**src/rtl/alu_pipe.sv**
```systemverilog
// alu_pipe: registered EX-stage ALU with valid/ready handshakes on both sides.
// Single-cycle ops (AND/OR/ADD/SUB/NOR/SLT/SLL/SRL/SRA) return one cycle after accept.
// MUL runs an iterative shift-add multiplier (low WIDTH bits, unsigned).
// Ports:
//   clk, reset                 rising-edge clock, asynchronous active-high reset
//   in_valid/in_ready          input handshake for a, b, alu_op
//   out_valid/out_ready        output handshake for result and flags
//   result                     registered result
//   zero, negative             derived from the registered result
//   carry, overflow            ADD carry-out / SUB borrow, signed overflow (ADD/SUB only)
//   illegal_op                 opcode not recognised (result forced to 0)
module alu_pipe #(
    parameter int unsigned WIDTH = 64,
    localparam int unsigned SHW = $clog2(WIDTH)
) (
    input  logic             clk,
    input  logic             reset,
    input  logic             in_valid,
    output logic             in_ready,
    input  logic [WIDTH-1:0] a,
    input  logic [WIDTH-1:0] b,
    input  logic [3:0]       alu_op,
    output logic             out_valid,
    input  logic             out_ready,
    output logic [WIDTH-1:0] result,
    output logic             zero,
    output logic             negative,
    output logic             carry,
    output logic             overflow,
    output logic             illegal_op
);

    localparam logic [3:0] OpAnd = 4'b0000;
    localparam logic [3:0] OpOr  = 4'b0001;
    localparam logic [3:0] OpAdd = 4'b0010;
    localparam logic [3:0] OpSll = 4'b0011;
    localparam logic [3:0] OpSrl = 4'b0100;
    localparam logic [3:0] OpSra = 4'b0101;
    localparam logic [3:0] OpSub = 4'b0110;
    localparam logic [3:0] OpSlt = 4'b0111;
    localparam logic [3:0] OpMul = 4'b1000;
    localparam logic [3:0] OpNor = 4'b1100;

    typedef enum logic [1:0] {StIdle, StMul, StHold} state_e;

    state_e state_q, state_d;

    logic             out_valid_q, out_valid_d;
    logic [WIDTH-1:0] result_q, result_d;
    logic             zero_q, zero_d;
    logic             neg_q, neg_d;
    logic             carry_q, carry_d;
    logic             ovf_q, ovf_d;
    logic             ill_q, ill_d;

    logic [WIDTH-1:0] mcand_q, mcand_d;
    logic [WIDTH-1:0] mplier_q, mplier_d;
    logic [WIDTH-1:0] acc_q, acc_d;
    logic [SHW:0]     count_q, count_d;

    logic             accept;
    logic             take;
    logic             mul_done;

    logic [WIDTH:0]   sum_add;
    logic [WIDTH:0]   sum_sub;
    logic [SHW-1:0]   shamt;
    logic [WIDTH-1:0] alu_res;
    logic             alu_c;
    logic             alu_v;
    logic             alu_ill;

    assign accept   = in_valid & in_ready;
    assign take     = out_valid_q & out_ready;
    assign mul_done = (count_q == (SHW+1)'(WIDTH));
    assign shamt    = b[SHW-1:0];

    // Single-cycle ALU on the live operands.
    always_comb begin
        sum_add = {1'b0, a} + {1'b0, b};
        sum_sub = {1'b0, a} + {1'b0, ~b} + (WIDTH+1)'(1);
        alu_res = '0;
        alu_c   = 1'b0;
        alu_v   = 1'b0;
        alu_ill = 1'b0;
        case (alu_op)
            OpAnd: alu_res = a & b;
            OpOr:  alu_res = a | b;
            OpNor: alu_res = ~(a | b);
            OpAdd: begin
                alu_res = sum_add[WIDTH-1:0];
                alu_c   = sum_add[WIDTH];
                alu_v   = (a[WIDTH-1] == b[WIDTH-1]) & (sum_add[WIDTH-1] != a[WIDTH-1]);
            end
            OpSub: begin
                alu_res = sum_sub[WIDTH-1:0];
                // No carry out of a + ~b + 1 means a < b unsigned.
                alu_c   = ~sum_sub[WIDTH];
                alu_v   = (a[WIDTH-1] == ~b[WIDTH-1]) & (sum_sub[WIDTH-1] != a[WIDTH-1]);
            end
            OpSlt: alu_res = {{(WIDTH-1){1'b0}}, ($signed(a) < $signed(b))};
            OpSll: alu_res = a << shamt;
            OpSrl: alu_res = a >> shamt;
            OpSra: alu_res = $unsigned($signed(a) >>> shamt);
            OpMul: alu_res = '0;  // produced by the multiplier
            default: alu_ill = 1'b1;
        endcase
    end

    // FSM: state register.
    always_ff @(posedge clk or posedge reset) begin
        if (reset) begin
            state_q <= StIdle;
        end else begin
            state_q <= state_d;
        end
    end

    // FSM: next state.
    always_comb begin
        state_d = state_q;
        case (state_q)
            StIdle:  if (accept && alu_op == OpMul) state_d = StMul;
            StMul:   if (mul_done) state_d = StHold;
            StHold:  if (take) state_d = StIdle;
            default: state_d = StIdle;
        endcase
    end

    // FSM: outputs. MUL can only be accepted when the output slot is empty or
    // being emptied, so a held older result is never overwritten by the product.
    always_comb begin
        in_ready = (state_q == StIdle) & (~out_valid_q | out_ready) & ~reset;
    end

    // Datapath next-state.
    always_comb begin
        out_valid_d = out_valid_q;
        result_d    = result_q;
        zero_d      = zero_q;
        neg_d       = neg_q;
        carry_d     = carry_q;
        ovf_d       = ovf_q;
        ill_d       = ill_q;
        mcand_d     = mcand_q;
        mplier_d    = mplier_q;
        acc_d       = acc_q;
        count_d     = count_q;

        if (take) out_valid_d = 1'b0;

        case (state_q)
            StIdle: begin
                if (accept) begin
                    if (alu_op == OpMul) begin
                        mcand_d  = a;
                        mplier_d = b;
                        acc_d    = '0;
                        count_d  = '0;
                    end else begin
                        out_valid_d = 1'b1;
                        result_d    = alu_res;
                        zero_d      = (alu_res == '0);
                        neg_d       = alu_res[WIDTH-1];
                        carry_d     = alu_c;
                        ovf_d       = alu_v;
                        ill_d       = alu_ill;
                    end
                end
            end
            StMul: begin
                if (!mul_done) begin
                    if (mplier_q[0]) acc_d = acc_q + mcand_q;
                    mcand_d  = mcand_q << 1;
                    mplier_d = mplier_q >> 1;
                    count_d  = count_q + 1'b1;
                end else begin
                    out_valid_d = 1'b1;
                    result_d    = acc_q;
                    zero_d      = (acc_q == '0);
                    neg_d       = acc_q[WIDTH-1];
                    carry_d     = 1'b0;
                    ovf_d       = 1'b0;
                    ill_d       = 1'b0;
                end
            end
            default: ;
        endcase
    end

    always_ff @(posedge clk or posedge reset) begin
        if (reset) begin
            out_valid_q <= 1'b0;
            result_q    <= '0;
            zero_q      <= 1'b0;
            neg_q       <= 1'b0;
            carry_q     <= 1'b0;
            ovf_q       <= 1'b0;
            ill_q       <= 1'b0;
            mcand_q     <= '0;
            mplier_q    <= '0;
            acc_q       <= '0;
            count_q     <= '0;
        end else begin
            out_valid_q <= out_valid_d;
            result_q    <= result_d;
            zero_q      <= zero_d;
            neg_q       <= neg_d;
            carry_q     <= carry_d;
            ovf_q       <= ovf_d;
            ill_q       <= ill_d;
            mcand_q     <= mcand_d;
            mplier_q    <= mplier_d;
            acc_q       <= acc_d;
            count_q     <= count_d;
        end
    end

    assign out_valid  = out_valid_q;
    assign result     = result_q;
    assign zero       = zero_q;
    assign negative   = neg_q;
    assign carry      = carry_q;
    assign overflow   = ovf_q;
    assign illegal_op = ill_q;

endmodule

```
**config.mk**
```make
export PLATFORM = sky130hd
export DESIGN_NAME = alu_pipe
export DESIGN_NICKNAME = d
export VERILOG_FILES = /design/src/rtl/alu_pipe.sv
export SDC_FILE = /design/constraint.sdc
export NUM_CORES = 2
export LEC_CHECK = 0
export ABC_CLOCK_PERIOD_IN_PS = 16510
export BUFFER_PORTS_ARGS = -buffer_cell sky130_fd_sc_hd__buf_4
export CAP_MARGIN = 0
export CORE_ASPECT_RATIO = 1.75
export CORE_MARGIN = 4
export CORE_UTILIZATION = 29
export DETAILED_ROUTE_END_ITERATION = 12
export HOLD_SLACK_MARGIN = 0.08
export PLACE_DENSITY_LB_ADDON = 0.08
export REMOVE_ABC_BUFFERS = 1
export SETUP_SLACK_MARGIN = 0.2
export SLEW_MARGIN = 20
export SYNTH_ARGS = -nofsm -noshare
export SYNTH_HDL_FRONTEND = slang
export SYNTH_SLANG_ARGS = --single-unit
```
**constraint.sdc**
```tcl
create_clock -name clk -period 16.51 [get_ports clk]
set_input_delay 1.651 -clock clk [delete_from_list [all_inputs] [get_ports clk]]
set_output_delay 1.651 -clock clk [all_outputs]
set_load 0.005 [all_outputs]
```
==> run_results.csv <==
group,metric,value,unit
clock_tree,clk_latency,680,ps
cells_and_area,final_nets,5592,
global_routing,grt_pass1_wl,386600,um
min_path,hold_end,"result[45]",
clock_tree,cts_root_buf,"clkbuf_16",
place,io_buffers,206,
power,power_density,133.0,nW/um2
place,gp_congestion,1.091,
logic_synthesis,synth_top_family_by_area,"compound AO/OA/AOI/OAI gates",
worst_setup_path,endpoint_kind,"flop",
logic_synthesis,synth-xor-area-share,1.802,%
worst_setup_path,path_max_fanout,96,
logic_synthesis,synthCells,5248,
global_routing,grt_pass1_vias,44780,
drt,route.detailed.drc,0,
die,num_io_pins,207,
drt,via_per_inst,6.643,
worst_setup_path,r2r_end,"acc_q[60]",
min_path,hold_class,"reg -> reg",
timing,tightest_slew,1365,ps
timing,maxSlewViolCount,0,
drt,detail-route-antenna-nets,0,
min_path,min-delay-start,"result[45]",
die,die-area,138500,um2
worst_setup_path,r2r_setup_slack,10240,ps
logic_synthesis,ys.flop_type,"dfrtp_1",
clock_tree,h-tree-depth,1,
global_routing,gr-total-overflow,0,
die,die_height,489.4,um
place,dp_hpwl,218800,um
clock_tree,hold_buffers,0,
timing,hold_ws,485.8,ps
run_status,status,"complete, no violations",
timing,setup_viol_count_final,0,
global_routing,antenna_found_initial,26,
die,placementRows,176,
power,p_leak,17.70,nW
die,core_area,131500,um2
worst_setup_path,rr_worst_depth,16,
timing,finalClockSkew,25.89,ps
clock_tree,clk_pin_slew,60,ps
timing,maxSlewHeadroom,8.023,%
cells_and_area,drive_gt1_share,12.60,%
logic_synthesis,ys_seq_elements,270,
worst_setup_path,timing.rr.start,"acc_q[0]",
logic_synthesis,synth_compound_area_share,31.22,%
cells_and_area,area_growth,11.11,%
place,place_area,41460,um2
timing,hold_violations,0,
global_routing,grt_max_degree,118,
logic_synthesis,synth.cell_area,38400,um2
clock_tree,cts_setup_buffers,0,
clock_tree,cts_buffer_depth,3,
die,die_width,283.1,um
logic_synthesis,synth-simple-area-share,21.13,%
logic_synthesis,yosys_warnings,0,
drt,wl,285100,um
die,start_util,29.21,%
cells_and_area,nFillCells,14310,
drt,wl_per_cell,41.27,um
cells_and_area,fin_area,42660,um2
clock_tree,numCtsBuffers,31,
logic_synthesis,seq_area_frac_synth,17.60,%
drt,drt_iter0_drc,5308,
timing,layout_min_cycle_time,8423,ps
clock_tree,cts_resized,0,
power,irDropWorstVdd,0.08875,mV
timing,rsz0062_at_grt,"no",
worst_setup_path,critPathKind,"in -> reg",
clock_tree,cts_tree,"yes",
logic_synthesis,synth_edf_count,0,
worst_setup_path,worst_setup_path_start_kind,"input port",
logic_synthesis,synthMuxAreaShare,12.09,%
run,maxCapViolations,0,
timing,clock.fmax,0.1187,GHz
logic_synthesis,async_reset_ff_share,100.0,%
timing,min_period_over_period,51.02,%
drt,dr.pass1.iters,8,
logic_synthesis,syn_avg_cell_area,7.316,um2
drt,vias,45900,
cells_and_area,final_cell_mix,"719 x nand2_1, 501 x nor2_1, 426 x a21oi_1, 325 x buf_4, 304 x o21ai_0",
worst_setup_path,required,17100,ps
clock_tree,cts_num_sinks,270,
worst_setup_path,crit_arrival,9010,ps
min_path,hold-path-cell-count,2,
cells_and_area,layout_commonest_cell,"nand2_1",
global_routing,track_usage,39.60,%
logic_synthesis,synth_fa_ha_area_share,9.183,%
logic_synthesis,synth.distinct_cells,91,
==> registers in the layout (all words and copies together) (netlist names) <==
register and count:
out_valid 1, acc_q 64, mplier_q 64, state_q 2, result 64, mcand_q 64
zero 1, carry 1, illegal_op 1, overflow 1, count_q 7
==> logic make-up after synthesis <==
| logic type | count (synthesis) |
|---|---|
| buffers and inverters | 667 |
| AO/OA/AOI/OAI | 1806 |
| multiplexers | 342 |
| XOR/XNOR | 79 |
| AND/OR/NAND/NOR | 1804 |
| flip-flops | 270 |
| adder cells (fa/ha/maj) | 280 |
==> metrics by stage <==
stage               worst slack [ps]  std cells  TNS, ps  power (mW)  utilization [%]
floorplan                      -2040       4811  -113160       3.443                -
global placement                7567       6828        0       4.846            31.49
detailed placement              7622       6830        0       4.851            31.54
CTS                             8347       6887        0       5.633            32.33
global route                    7897       6894        0       6.028            32.42
finish                          8087       6909        0       5.674            32.45
==> Yosys cell counts (30+ instances only) <==
cell | number | area share (%)
a31oi_1 | 175 | 2.9
mux4_2 | 89 | 5.2
a221oi_1 | 46 | 1.0
mux2_2 | 76 | 2.2
mux2i_1 | 175 | 4.6
o22ai_1 | 88 | 1.4
clkbuf_1 | 312 | 3.1
o21bai_1 | 56 | 1.1
dfrtp_1 | 270 | 18
nor2b_1 | 36 | 0.59
o221ai_1 | 36 | 0.82
buf_1 | 49 | 0.48
inv_1 | 224 | 2.2
and3_1 | 36 | 0.59
nand2_1 | 722 | 7.1
a211oi_1 | 55 | 1.1
nand2b_1 | 47 | 0.77
o21ai_0 | 308 | 4.0
nor3_1 | 102 | 1.3
a21oi_1 | 430 | 5.6
buf_2 | 56 | 0.73
nand4_1 | 68 | 1.1
a22oi_1 | 55 | 1.1
xnor2_1 | 51 | 1.2
o31ai_1 | 65 | 1.3
a21o_1 | 79 | 1.5
a221o_1 | 30 | 0.78
o211ai_1 | 77 | 1.5
ha_1 | 277 | 9.0
nor4_1 | 70 | 1.1
nand3_1 | 100 | 1.3
nor2_1 | 507 | 5.0
==> power by group <==
group          switching, mW  internal [mW]
Sequential             0.415           1.01
Combinational           2.24           1.26
Clock                  0.336          0.411
Total                   2.99           2.68
==> layout make-up <==
| type | count | area (um2) | area share [%] |
|---|---|---|---|
| diodes | 18 | 45.04 | 0.1056 |
| clock buffers | 48 | 949.7 | 2.226 |
| clock inverters | 9 | 98.84 | 0.2317 |
| inverters | 230 | 870.8 | 2.041 |
| multi-input cells | 4311 | 29300 | 68.68 |
| flip-flops and latches | 270 | 6756 | 15.84 |
| well taps | 1691 | 2116 | 4.959 |
| repair buffers | 332 | 2524 | 5.915 |
==> worst max path at each step <==
| stage | endpoint | start | slack, ps | cells after the start |
|---|---|---|---|---|
| after floorplan | acc_q[36] | state_q[0] | -2040 | 6 |
| after global placement | zero | b[2] | 7570 | 19 |
| after detailed placement | zero | b[0] | 7620 | 18 |
| after CTS | zero | b[0] | 8350 | 18 |
| after global routing | zero | b[0] | 7900 | 18 |
| final | zero | b[0] | 8090 | 18 |
==> worst max-delay path, stage by stage <==
cell and delay, ps:
buf_8 600, buf_4 830, buf_4 690, inv_1 180, ha_1 290, nand2b_1 230
o21a_1 200, a222oi_1 910, o2111ai_1 260, nor3_1 320, nand3b_1 140, nor4_1 440
nand4_1 160, nor4_1 760, nand4_1 460, nor4_1 440, nand4_1 140, o21ai_1 140
==> metal layers <==
metal	share of wire, %	GRT usage, %
met2	46	65.61
met1	34	40.58
met4	13	39.94
met3	7.2	8.902
met5	0	0
(Power assumes the default switching activity.)
